<file path="src/rtl/md_pkg.sv">
// Opcode constants, request payload and FSM state shared by the multiply/divide issue
// stage and the multiply/divide unit.
package md_pkg;

   localparam int unsigned OP_W   = 4;
   localparam int unsigned DATA_W = 32;

   localparam logic [OP_W-1:0] NONE  = OP_W'(0);
   localparam logic [OP_W-1:0] MULT  = OP_W'(1);
   localparam logic [OP_W-1:0] MULTU = OP_W'(2);
   localparam logic [OP_W-1:0] DIV   = OP_W'(3);
   localparam logic [OP_W-1:0] DIVU  = OP_W'(4);
   localparam logic [OP_W-1:0] MFHI  = OP_W'(5);
   localparam logic [OP_W-1:0] MFLO  = OP_W'(6);
   localparam logic [OP_W-1:0] MTHI  = OP_W'(7);
   localparam logic [OP_W-1:0] MTLO  = OP_W'(8);

   typedef enum logic [1:0] {IDLE, ISSUE, WAIT} md_state_t;

   typedef struct packed {
      logic [OP_W-1:0]   op;
      logic [DATA_W-1:0] a;
      logic [DATA_W-1:0] b;
   } md_req_t;

   function automatic logic is_div(input logic [OP_W-1:0] op);
      return (op == DIV) || (op == DIVU);
   endfunction

   // Ops that occupy the unit and therefore need a start pulse.
   function automatic logic is_muldiv(input logic [OP_W-1:0] op);
      return (op == MULT) || (op == MULTU) || is_div(op);
   endfunction

endpackage

</file>
<file path="src/rtl/md_skid.sv">
// One-entry skid register holding a request accepted while the issue stage cannot take it.
module md_skid
   import md_pkg::*;
(
   input  logic    clk,
   input  logic    reset,
   input  logic    push,
   input  logic    pop,
   input  logic    clear,
   input  md_req_t in_req,
   output md_req_t out_req,
   output logic    empty
);

   logic full;

   always_ff @(posedge clk or posedge reset) begin
      if (reset) begin
         full    <= 1'b0;
         out_req <= '0;
      end else if (clear) begin
         full <= 1'b0;
      end else if (push) begin
         full    <= 1'b1;
         out_req <= in_req;
      end else if (pop) begin
         full <= 1'b0;
      end
   end

   assign empty = !full;

endmodule

</file>
<file path="src/rtl/md_issue.sv">
// Issue stage for multiply/divide-class requests: registers the request, pulses the unit's
// start, squashes divide-by-zero and waits out busy. MD_ISSUE_SKID_EN adds a one-entry skid.
module md_issue
   import md_pkg::*;
(
   input  logic              clk,
   input  logic              reset,
   input  logic              in_valid,
   input  logic [OP_W-1:0]   in_op,
   input  logic [DATA_W-1:0] in_a,
   input  logic [DATA_W-1:0] in_b,
   output logic              in_ready,
   input  logic              flush,
   input  logic              md_busy,
   output logic              md_start,
   output logic [OP_W-1:0]   md_op,
   output logic [DATA_W-1:0] md_src_a,
   output logic [DATA_W-1:0] md_src_b,
   output logic              stall,
   output logic              dz_err
);

   md_state_t state;
   logic      first_wait;
   logic      eligible;
   logic      accept;
   logic      issue_valid;
   md_req_t   req_in;
   md_req_t   issue_req;

   assign req_in   = '{op: in_op, a: in_a, b: in_b};
   assign eligible = (state == IDLE) && !md_busy;

`ifdef MD_ISSUE_SKID_EN
   logic    skid_empty;
   logic    take_skid;
   md_req_t skid_req;

   // A held request has priority; flush discards both the held and the offered request.
   assign in_ready    = skid_empty;
   assign accept      = in_valid && in_ready && !flush;
   assign take_skid   = !skid_empty && eligible && !flush;
   assign issue_valid = take_skid || (accept && eligible);
   assign issue_req   = take_skid ? skid_req : req_in;

   md_skid u_skid (
      .clk     (clk),
      .reset   (reset),
      .push    (accept && !eligible),
      .pop     (take_skid),
      .clear   (flush),
      .in_req  (req_in),
      .out_req (skid_req),
      .empty   (skid_empty)
   );
`else
   assign in_ready    = eligible;
   assign accept      = in_valid && in_ready && !flush;
   assign issue_valid = accept;
   assign issue_req   = req_in;
`endif

   assign stall = in_valid && !in_ready;

   // md_start doubles as the "went to the unit" flag while in ISSUE.
   always_ff @(posedge clk or posedge reset) begin
      if (reset) begin
         state      <= IDLE;
         first_wait <= 1'b0;
         md_start   <= 1'b0;
         md_op      <= NONE;
         md_src_a   <= '0;
         md_src_b   <= '0;
         dz_err     <= 1'b0;
      end else begin
         md_start <= 1'b0;
         md_op    <= NONE;
         dz_err   <= 1'b0;
         case (state)
            IDLE: begin
               if (issue_valid) begin
                  state    <= ISSUE;
                  md_op    <= issue_req.op;
                  md_src_a <= issue_req.a;
                  md_src_b <= issue_req.b;
                  md_start <= is_muldiv(issue_req.op) &&
                              !(is_div(issue_req.op) && (issue_req.b == '0));
                  dz_err   <= is_div(issue_req.op) && (issue_req.b == '0);
               end
            end
            ISSUE: begin
               if (md_start) begin
                  state      <= WAIT;
                  first_wait <= 1'b1;
               end else begin
                  state <= IDLE;
               end
            end
            WAIT: begin
               // Busy lags start by a cycle, so the first WAIT cycle cannot trust it.
               if (first_wait) begin
                  first_wait <= 1'b0;
               end else if (!md_busy) begin
                  state <= IDLE;
               end
            end
            default: state <= IDLE;
         endcase
      end
   end

endmodule

</file>
<file path="config.mk">
export PLATFORM = sky130hd
export DESIGN_NAME = md_issue
export DESIGN_NICKNAME = d
export VERILOG_FILES = /design/src/rtl/md_pkg.sv /design/src/rtl/md_skid.sv /design/src/rtl/md_issue.sv
export SDC_FILE = /design/constraint.sdc
export NUM_CORES = 1
export LEC_CHECK = 0
export CELL_PAD_IN_SITES_DETAIL_PLACEMENT = 0
export CELL_PAD_IN_SITES_GLOBAL_PLACEMENT = 2
export CORE_ASPECT_RATIO = 0.9
export CORE_MARGIN = 2
export CORE_UTILIZATION = 22
export CTS_CLUSTER_SIZE = 25
export DETAILED_ROUTE_END_ITERATION = 7
export GPL_ROUTABILITY_DRIVEN = 0
export GPL_TIMING_DRIVEN = 0
export PLACE_DENSITY_LB_ADDON = 0.1
export RECOVER_POWER = 100
export SLEW_MARGIN = 15
export SYNTH_ARGS = -nofsm -noshare
export SYNTH_HDL_FRONTEND = slang
export SYNTH_SLANG_ARGS = --single-unit
</file>
<file path="constraint.sdc">
create_clock -name clk -period 2.68 [get_ports clk]
set_input_delay 0.536 -clock clk [delete_from_list [all_inputs] [get_ports clk]]
set_output_delay 0.536 -clock clk [all_outputs]
set_load 0.05 [all_outputs]
</file>
Yosys cells after proc, flatten, opt, wreduce, memory -nomap -nowiden
Index checks and enable logic that the tools add are counted.

Reduce and logical (&&, ||, !) cells: 19. Mux-type cells: 13. Equality and inequality tests: 10.

Operators with widths (count): zero test 32 bit (1); == test 4 x 2 -> 1 bit, second input constant (2); two-way mux 2 bit (4); two-way mux 4 bit (2); != test 2 bit, second input constant (4); logical AND 1 bit (6); one-hot mux 2 bit (3 select lines) (1); two-way mux 1 bit (5); == test 4 x 1 -> 1 bit, second input constant (1); == test 4 x 3 -> 1 bit, second input constant (1); zero test 1 bit (4); AND reduction 2 bit (2); logical OR 1 bit (3); AND reduction 3 bit (1); == test 2 x 1 -> 1 bit, second input constant (1); == test 2 bit, second input constant (1); zero test 2 bit (1); one-hot mux 1 bit (2 select lines) (1); nonzero test 2 bit (1).

Logic and storage cells: 49. Register bits after elaboration: 73. Output and inout bits: 72. Input port bits: 73.

Depth between registers and ports, before layout
Gate-level depths: netlist (run 1).

Depth in word-level cells: 7. Depth in mapped cells: 7. Depth with buffers taken out: 5.

Worst setup path after synthesis (run 1)
OpenSTA, ideal clock, no wires.

Path type: input port to output port. Start: input md_busy. End: output stall. Stages on the path: 2. Data required time: 2.144 ns. Setup slack: 0.785 ns. Arrival: 1.359 ns. Path buffers: 0. Cells stage by stage: nor3_4 -> nor2b_1.

Cells in the longest elaborated chain, start to end: 4.

RTL lines: from (decl) (RTL line md_issue.sv:14) `input logic md_busy,`; zero test 1 bit; logical AND 1 bit (RTL line md_issue.sv:32) `assign eligible = (state == IDLE) && !md_busy;`; zero test 1 bit (RTL line md_issue.sv:63) `assign stall = in_valid && !in_ready;`; logical AND 1 bit (RTL line md_issue.sv:63); to (decl) (RTL line md_issue.sv:19) `output logic stall,`.

No other way between the ends.

Worst setup path after layout (run 1)
Start: input md_busy. End: output in_ready.

Cells in the longest elaborated chain, start to end: 2.

RTL lines: zero test 1 bit; logical AND 1 bit (RTL line md_issue.sv:32); to (decl) (RTL line md_issue.sv:12) `output logic in_ready,`.

No other way between the ends.

==> impl_metrics.json, run 1 <==
{
  "failed_checks": "max-capacitance violations, max-slew violations",
  "run_status": "complete, but fails checks",
  "ys_ff_latch": 73,
  "synth_warnings": 0,
  "syn2layout_area_growth_pct": 66.0,
  "cts_num_sinks": 73,
  "grt_pass1_wl_mm": 14.1,
  "setup_violations": 0,
  "cap_viol_max_count": 1,
  "crit_type": "primary input to primary output",
  "drt_iter0_drc": 95,
  "synthCells": 316,
  "synth_common_cells": "195 x nand2_1, 73 x dfrtp_1, 8 x buf_2",
  "hold_viol": 0,
  "antenna_cells": 0,
  "pwr_density_cell_mw_per_mm2": 804,
  "ys.flop_type": "dfrtp_1",
  "first_pass_iters": 4,
  "p_leak_nw": 2.35,
  "min_period_over_period": 0.963,
  "io_buffers": 144,
  "h-tree-depth": 3,
  "synth.distinct_cells": 20,
  "drive_above_1_share": 0.0356,
  "vdd_ir_drop_max_mv": 0.394,
  "slew_viol_final": 41,
  "yosysSeqAreaShare": 0.640,
  "core_area_mm2": 0.0127,
  "yosys.area.top_type": "dfrtp_1",
  "clkLatencyLatePin_ps": 330,
  "wire_per_inst_um": 14.0,
  "post_cts_buffers": 0,
  "crit_arrival_ps": 2040,
  "end_kind": "primary output",
  "cp_max_fo": 3,
  "dp_hpwl_mm": 6.56,
  "clk_pin_slew_ps": 60,
  "grtUsageTotal": 0.136,
  "async_reset_ff_frac": 1.00,
  "skew_ps": 2.33,
  "dieArea_mm2": 0.0139,
  "synth_edf_count": 0,
  "fin_ws_ps": 100,
  "die_x_um": 124,
  "tritoncts": "built",
  "nets": 545,
  "cts_hold_buf": 0,
  "rows": 39,
  "grt_pass1_vias": 2622,
  "setup_tns_ps": 0,
  "netlist_area_mm2": 0.00286,
  "postLayoutCellArea_mm2": 0.00474,
  "antenna_found_initial": 0,
  "rsz0062_at_grt": "no",
  "critPathLaunchType": "primary input",
  "period_minus_slack_ps": 2580,
  "place_area_mm2": 0.00453,
  "cts_inserted_buffers": 9,
  "grt_overflow": 0,
  "synth_top_area_share": 0.640,
  "dp_slack_ps": 111,
  "drt.antenna.violating_nets": 0,
  "cts_root_buffer": "clkbuf_16",
  "post_cts_resized": 0,
  "drt-total-wl_mm": 9.00,
  "cp.required_ps": 2140,
  "slew_headroom": -0.118,
  "avgViaCountPerCell": 3.99,
  "syn_nets": 389,
  "cts_buffer_depth": 2,
  "synthTopCellsByArea": "dfrtp_1 64%, nand2_1 26%, nor4_1 1.5%",
  "grt_max_degree": 42,
  "syn-mean-instance-area_um2": 9.04,
  "dieHeight_um": 112,
  "vias": 2557,
  "clock.fmax_mhz": 388,
  "io_pins": 145,
  "tightest_slew_ps": 1680,
  "hold_path_class": "flop to flop",
  "drc_errors": 0,
  "start_util": 0.225,
  "yosysMostFrequentCell": "nand2_1"
}
-- flip-flops by register name, indices dropped and copies added, names as in the netlist --
signal	flops
md_start	1
first_wait	1
state	2
dz_err	1
md_src_b	32
md_src_a	32
md_op	4
-- per-stage QoR --
step	power (mW)	instances	util	hold WS, ps
after floorplan	2.27	316	-	496
after global placement	2.84	624	0.355	457
after detailed placement	2.85	625	0.357	461
after CTS	3.97	641	0.377	476
after global routing	4.03	641	0.374	485
final	3.81	641	0.374	464
-- where the power goes --
part           internal, mW  switching (mW)
combinational         0.416           0.933
sequential             1.30          0.0933
clock                 0.621           0.455
total                  2.33            1.48
-- worst paths after layout --
| path | cells past startpoint | start | slack, ps | to |
|---|---|---|---|---|
| min reg2reg | 2 | md_src_b[31] | 460 | md_src_b[31] |
| max | 3 | md_busy | 100 | in_ready |
| max in group asynchronous | 2 | reset | 540 | md_src_a[6] |
| max reg2reg | 7 | state[0] | 500 | md_src_b[5] |
| min in group asynchronous | 2 | reset | 1160 | md_src_a[26] |
| min | 2 | md_src_b[31] | 460 | md_src_b[31] |
-- layout make-up --
class                           instances  area (um2)
Fill cell                            1350        7950
Sequential cell                        73        1830
Timing Repair Buffer                  145        1460
Multi-Input combinational cell        224         920
Clock buffer                           12         236
Tap cell                              164         205
Buffer                                 14        53.8
Clock inverter                          4        20.0
Inverter                                5        18.8
-- per-layer routing --
metal  share of wire  up-vias  GRT usage
li1                -     1286          -
met1            0.44     1169      0.168
met2            0.44       96      0.201
met3            0.11        6     0.0818
met4           0.011        0     0.0360
met5               0        -          0
-- layout by cell type, fill, tap and decap left out --
| cell type | n |
|---|---|
| clkbuf_1 | 16 |
| nor4_2 | 1 |
| dlygate4sd3_1 | 72 |
| buf_12 | 1 |
| o21ai_0 | 4 |
| nor3_1 | 1 |
| o211ai_1 | 2 |
| clkdlybuf4s50_1 | 72 |
| clkbuf_16 | 9 |
| inv_1 | 5 |
| nor2b_1 | 2 |
| nor4_1 | 8 |
| nand2_1 | 195 |
| nand4_1 | 1 |
| nand3b_1 | 1 |
| dfrtp_1 | 73 |
| and2_0 | 1 |
| xnor2_1 | 1 |
| buf_2 | 1 |
| and2_1 | 2 |
| clkinv_2 | 4 |
| nor2_1 | 4 |
| nor3_4 | 1 |
-- worst max-delay path, stage by stage --
cell and delay [ps]:
clkdlybuf4s50_1 460, nor3_4 150, dlygate4sd3_1 900
-- cell families (layout without fill, tap and decap cells) --
family,Yosys count,after routing,synth area share
AOI/OAI and AO/OA,6,6,0.0123
DFF,73,73,0.640
buffers and inverters,19,180,0.0350
xor gates and xnor gates,1,1,0.00307
and+or+nand+nor,217,217,0.310
(Power assumes the default switching activity.)
==> run 2: changes to the inputs <==
- CORE_MARGIN: 2 -> default
- SKIP_CTS_REPAIR_TIMING: default -> 1
==> run 2 against run 1 <==
Effect of this change:
- largest cell class unchanged
- worst hold slack better by 2.6 ps
- combinational power about the same
- critical path depth is the same
- sequential power is essentially flat
- the flow still finishes with violations (max-capacitance violations, max-slew violations)
- worst setup slack gained 1.3 ps
==> impl_metrics.json, run 2 (synthesis gave the netlist of run 1 again) <==
{
  "io_pins": 145,
  "rows": 39,
  "clk_pin_slew_ps": 60,
  "final_cell_mix": "195 x nand2_1, 73 x dfrtp_1, 73 x clkdlybuf4s50_1",
  "layout_commonest_cell": "nand2_1",
  "cts_inserted_buffers": 9,
  "min_period_over_period": 0.962,
  "tritoncts": "built",
  "nets": 545,
  "io_buffers": 144,
  "fin_hold_ws_ps": 467,
  "drt_iter0_drc": 112,
  "hold_path_class": "flop to flop",
  "rsz0062_at_grt": "no",
  "clkLatencyLatePin_ps": 330,
  "dp_slack_ps": 99.6,
  "dieHeight_um": 110,
  "slew_headroom": -0.179,
  "pwr_density_cell_mw_per_mm2": 811,
  "grt_pass1_vias": 2532,
  "first_pass_iters": 4,
  "crit_arrival_ps": 2040,
  "dp_hpwl_mm": 6.33,
  "met3_usage": 0.0679,
  "vias": 2598,
  "avgViaCountPerCell": 4.05,
  "start_util": 0.225,
  "skew_ps": 3.38,
  "vdd_ir_drop_max_mv": 0.300,
  "antenna_found_initial": 0,
  "cap_viol_max_count": 1,
  "h-tree-depth": 3,
  "worstHoldStart": "md_src_b[6]",
  "period_minus_slack_ps": 2580,
  "setup_tns_ps": 0,
  "drive_above_1_share": 0.0440,
  "grt_max_degree": 45,
  "failed_checks": "max-capacitance violations, max-slew violations",
  "core_area_mm2": 0.0127,
  "cts_num_sinks": 73,
  "met1_usage": 0.168,
  "min_to": "md_src_b[6]",
  "hold_depth": 2,
  "grt_overflow": 0,
  "antenna_cells": 0,
  "cp.required_ps": 2140,
  "postLayoutCellArea_mm2": 0.00476,
  "reg2reg_slack_ps": 490,
  "grt_busiest_layer": "met2",
  "tightest_slew_ps": 1770,
  "end_kind": "primary output",
  "drt.antenna.violating_nets": 0,
  "final_cells": 641,
  "dieArea_mm2": 0.0134,
  "place_area_mm2": 0.00453,
  "fin_ws_ps": 102,
  "setup_violations": 0,
  "drt-total-wl_mm": 8.87,
  "cts_buffer_depth": 2,
  "regToRegEndpoint": "md_src_a[27]",
  "syn2layout_area_growth_pct": 66.8,
  "wire_per_inst_um": 13.8,
  "place_inst": 625,
  "slew_viol_final": 44,
  "rr_worst_depth": 7,
  "grtUsageTotal": 0.135,
  "crit_type": "primary input to primary output",
  "critPathLaunchType": "primary input",
  "clock.fmax_mhz": 388,
  "die_x_um": 122,
  "drc_errors": 0,
  "grt_use_met2": 0.201,
  "cp_max_fo": 3,
  "cts_root_buffer": "clkbuf_16",
  "p_leak_nw": 2.36,
  "rr_startpoint": "state[0]",
  "run_status": "complete, but fails checks",
  "reg_top3": "md_src_a (32), md_src_b (32), md_op (4)",
  "grt_pass1_wl_mm": 13.4,
  "hold_viol": 0
}
[run 2: cell count changes in the layout (fill, tap and decap cells not counted)]
cell             previous run  this run
buf_2                       1         4
clkbuf_1                   16        12
and2_0                      1         0
clkdlybuf4s50_1            72        73
clkbuf_8                    0         2
clkinv_2                    4         3
and2_1                      2         3
dlygate4sd3_1              72        71
[run 2: cell type report]
| type | instances | area (um2) |
|---|---|---|
| clock inverters | 3 | 15.0 |
| clock buffers | 13 | 260 |
| repair buffers | 145 | 1460 |
| well taps | 164 | 205 |
| inverters | 5 | 18.8 |
| flip-flops and latches | 73 | 1830 |
| fillers | 1364 | 7920 |
| multi-input cells | 224 | 920 |
| plain buffers | 14 | 57.6 |
[run 2: per-stage QoR]
step | total power, mW | utilization
5_1_grt | 4.06 | 0.376
3_3_place_gp | 2.84 | 0.355
6_report | 3.86 | 0.376
2_1_floorplan | 2.27 | -
3_5_place_dp | 2.85 | 0.357
4_1_cts | 4.01 | 0.378
[run 2: worst max-delay path by stage]
stage / start / end / cells past startpoint
final: md_busy / in_ready / 3
after global routing: md_busy / md_src_a[28] / 8
after CTS: md_busy / stall / 4
after detailed placement: md_busy / stall / 4
after global placement: reset / md_src_a[0] / 2
after floorplan: reset / dz_err / 1
[run 2: power breakdown]
part	total (mW)	internal (mW)	leakage, nW	switching [mW]
registers	1.39	1.30	0.921	0.0916
logic	1.35	0.417	1.30	0.932
clock network	1.13	0.673	0.139	0.454
total	3.86	2.39	2.36	1.48
[run 2: worst max-delay path: stages]
cell             delay, ps
clkdlybuf4s50_1        450
nor3_4                 150
dlygate4sd3_1          900
[run 2: per-layer routing]
| metal | up-vias | share of wire |
|---|---|---|
| met5 | - | 0 |
| met4 | 0 | 0.011 |
| met3 | 8 | 0.11 |
| met2 | 94 | 0.43 |
| met1 | 1210 | 0.45 |
| li1 | 1286 | - |
==> run 3: changes to the inputs <==
- CORE_UTILIZATION: 22 -> 34
- DONT_BUFFER_PORTS: default -> 1
==> run 3 against run 2 <==
Effect of this change:
- the run now ends clean
- sequential share of layout area rose by 19 points
- register-to-register slack got worse by 96 ps
- first-iteration DRC count decreased by 54%
- design area is 34% lower
- global-route usage increased by 3.6 points
- cell count is 33% lower
- clock power fell by 25%
- worst hold slack lost 220 ps
- clock-buffer cell count stayed put
- critical path type is now flop to flop
- largest cell class unchanged
==> impl_metrics.json, run 3 (synthesis gave the netlist of run 1 again) <==
{
  "hold_viol": 0,
  "rsz0062_at_grt": "no",
  "final_cells": 432,
  "utilization": 0.390,
  "io_pins": 145,
  "antenna_cells": 0,
  "cap_viol_max_count": 0,
  "drt-total-wl_mm": 7.07,
  "end_kind": "flop",
  "pwr_density_cell_mw_per_mm2": 1000,
  "grt_max_degree": 43,
  "start_util": 0.352,
  "drt.antenna.violating_nets": 0,
  "nets": 401,
  "vias": 2017,
  "dp_slack_ps": 607,
  "dieHeight_um": 89.0,
  "grt_overflow": 0,
  "io_buffers": 0,
  "crit_top_cell": "nand2_1",
  "crit_type": "flop to flop",
  "place_area_mm2": 0.00301,
  "avgViaCountPerCell": 4.67,
  "slowest_stage": "nor3_4",
  "dieArea_mm2": 0.00877,
  "clock.fmax_mhz": 438,
  "die_x_um": 98.6,
  "first_pass_iters": 4,
  "skew_ps": 9.87,
  "critPathLaunchType": "flop",
  "cp.required_ps": 2970,
  "setup_violations": 0,
  "p_total_mw": 3.17,
  "drive_above_1_share": 0.0691,
  "drt_iter0_drc": 51,
  "antenna_found_initial": 0,
  "postLayoutCellArea_mm2": 0.00316,
  "tightest_slew_ps": 1440,
  "power_frac_seq": 0.657,
  "vdd_ir_drop_max_mv": 0.420,
  "dp_hpwl_mm": 5.10,
  "cts_inserted_buffers": 9,
  "wire_per_inst_um": 16.4,
  "swShare": 0.425,
  "slowest_delay_ps": 570,
  "crit_arrival_ps": 2570,
  "grt_pass1_vias": 1993,
  "cts_buffer_depth": 2,
  "cts_root_buffer": "clkbuf_8",
  "clkLatencyLatePin_ps": 350,
  "clk_pin_slew_ps": 70,
  "period_minus_slack_ps": 2290,
  "syn2layout_area_growth_pct": 10.8,
  "slew_viol_final": 0,
  "fin_ws_ps": 394,
  "p_leak_nw": 1.66,
  "run_status": "finished, final reports clean",
  "grt_pass1_wl_mm": 10.9,
  "grtUsageTotal": 0.171,
  "power.share.clock": 0.267,
  "intPower_mw": 1.82,
  "place_inst": 416,
  "rows": 31,
  "final_cell_mix": "195 x nand2_1, 73 x dfrtp_1, 13 x clkbuf_1",
  "cp_max_fo": 10,
  "layout_commonest_cell": "nand2_1",
  "switchingPower_mw": 1.35,
  "slew_headroom": 0.0363,
  "hold_path_class": "primary input to flop",
  "reg_top3": "md_src_a (32), md_src_b (32), md_op (4)",
  "drc_errors": 0,
  "crit_path_cell_trace": "nor3_4 > nand3b_2 > inv_1 > clkbuf_1 > buf_6 > nand2_1 > nand2_1",
  "core_area_mm2": 0.00811,
  "cts_num_sinks": 73,
  "min_period_over_period": 0.853,
  "pwr-share-comb": 0.076,
  "tritoncts": "built",
  "h-tree-depth": 3
}
run 3: final timing paths:
| check | slack (ps) | depth (start not counted) | start | to |
|---|---|---|---|---|
| max | 390 | 7 | state[0] | md_src_b[4] |
| min | 250 | 1 | in_op[3] | md_start |
| max reg2reg | 390 | 7 | state[0] | md_src_b[4] |
| min reg2reg | 540 | 2 | first_wait | first_wait |
| max in group asynchronous | 690 | 2 | reset | md_src_b[23] |
| min in group asynchronous | 380 | 1 | reset | md_src_a[5] |
run 3: worst max-delay path: cells and delay by family (launching register included):
kind | cells | cell delay (ps)
simple gates | 4 | 940
flops | 1 | 430
buf+inv | 3 | 860
run 3: power groups by stage:
stage / sequential [mW] / clock, mW / combinational, mW
2_1_floorplan: 2.07 / 0 / 0.204
3_3_place_gp: 2.11 / 0 / 0.240
3_5_place_dp: 2.11 / 0 / 0.256
4_1_cts: 2.09 / 0.883 / 0.257
5_1_grt: 2.11 / 0.930 / 0.297
6_report: 2.08 / 0.849 / 0.241
run 3: through the flow:
step | TNS, ps | hold slack [ps]
floorplan | 0 | 496
global placement | -50520 | 524
detailed placement | 0 | 448
CTS | 0 | 61.4
global route | 0 | 207
finish | 0 | 245
run 3: cell type report:
cell class	instances	area [um2]
plain buffers	14	70.1
clock buffers	13	149
clock inverters	3	40.0
fillers	826	4940
inverters	5	20.0
multi-input cells	224	930
flip-flops and latches	73	1830
well taps	99	124
repair buffers	1	5.00
run 3: layer usage:
layer  track usage  part of all wire  up-vias
li1              -                 -      999
met1         0.207              0.42      925
met2         0.252              0.45       86
met3         0.110              0.12        7
met4        0.0529             0.012        0
met5             0                 0        -
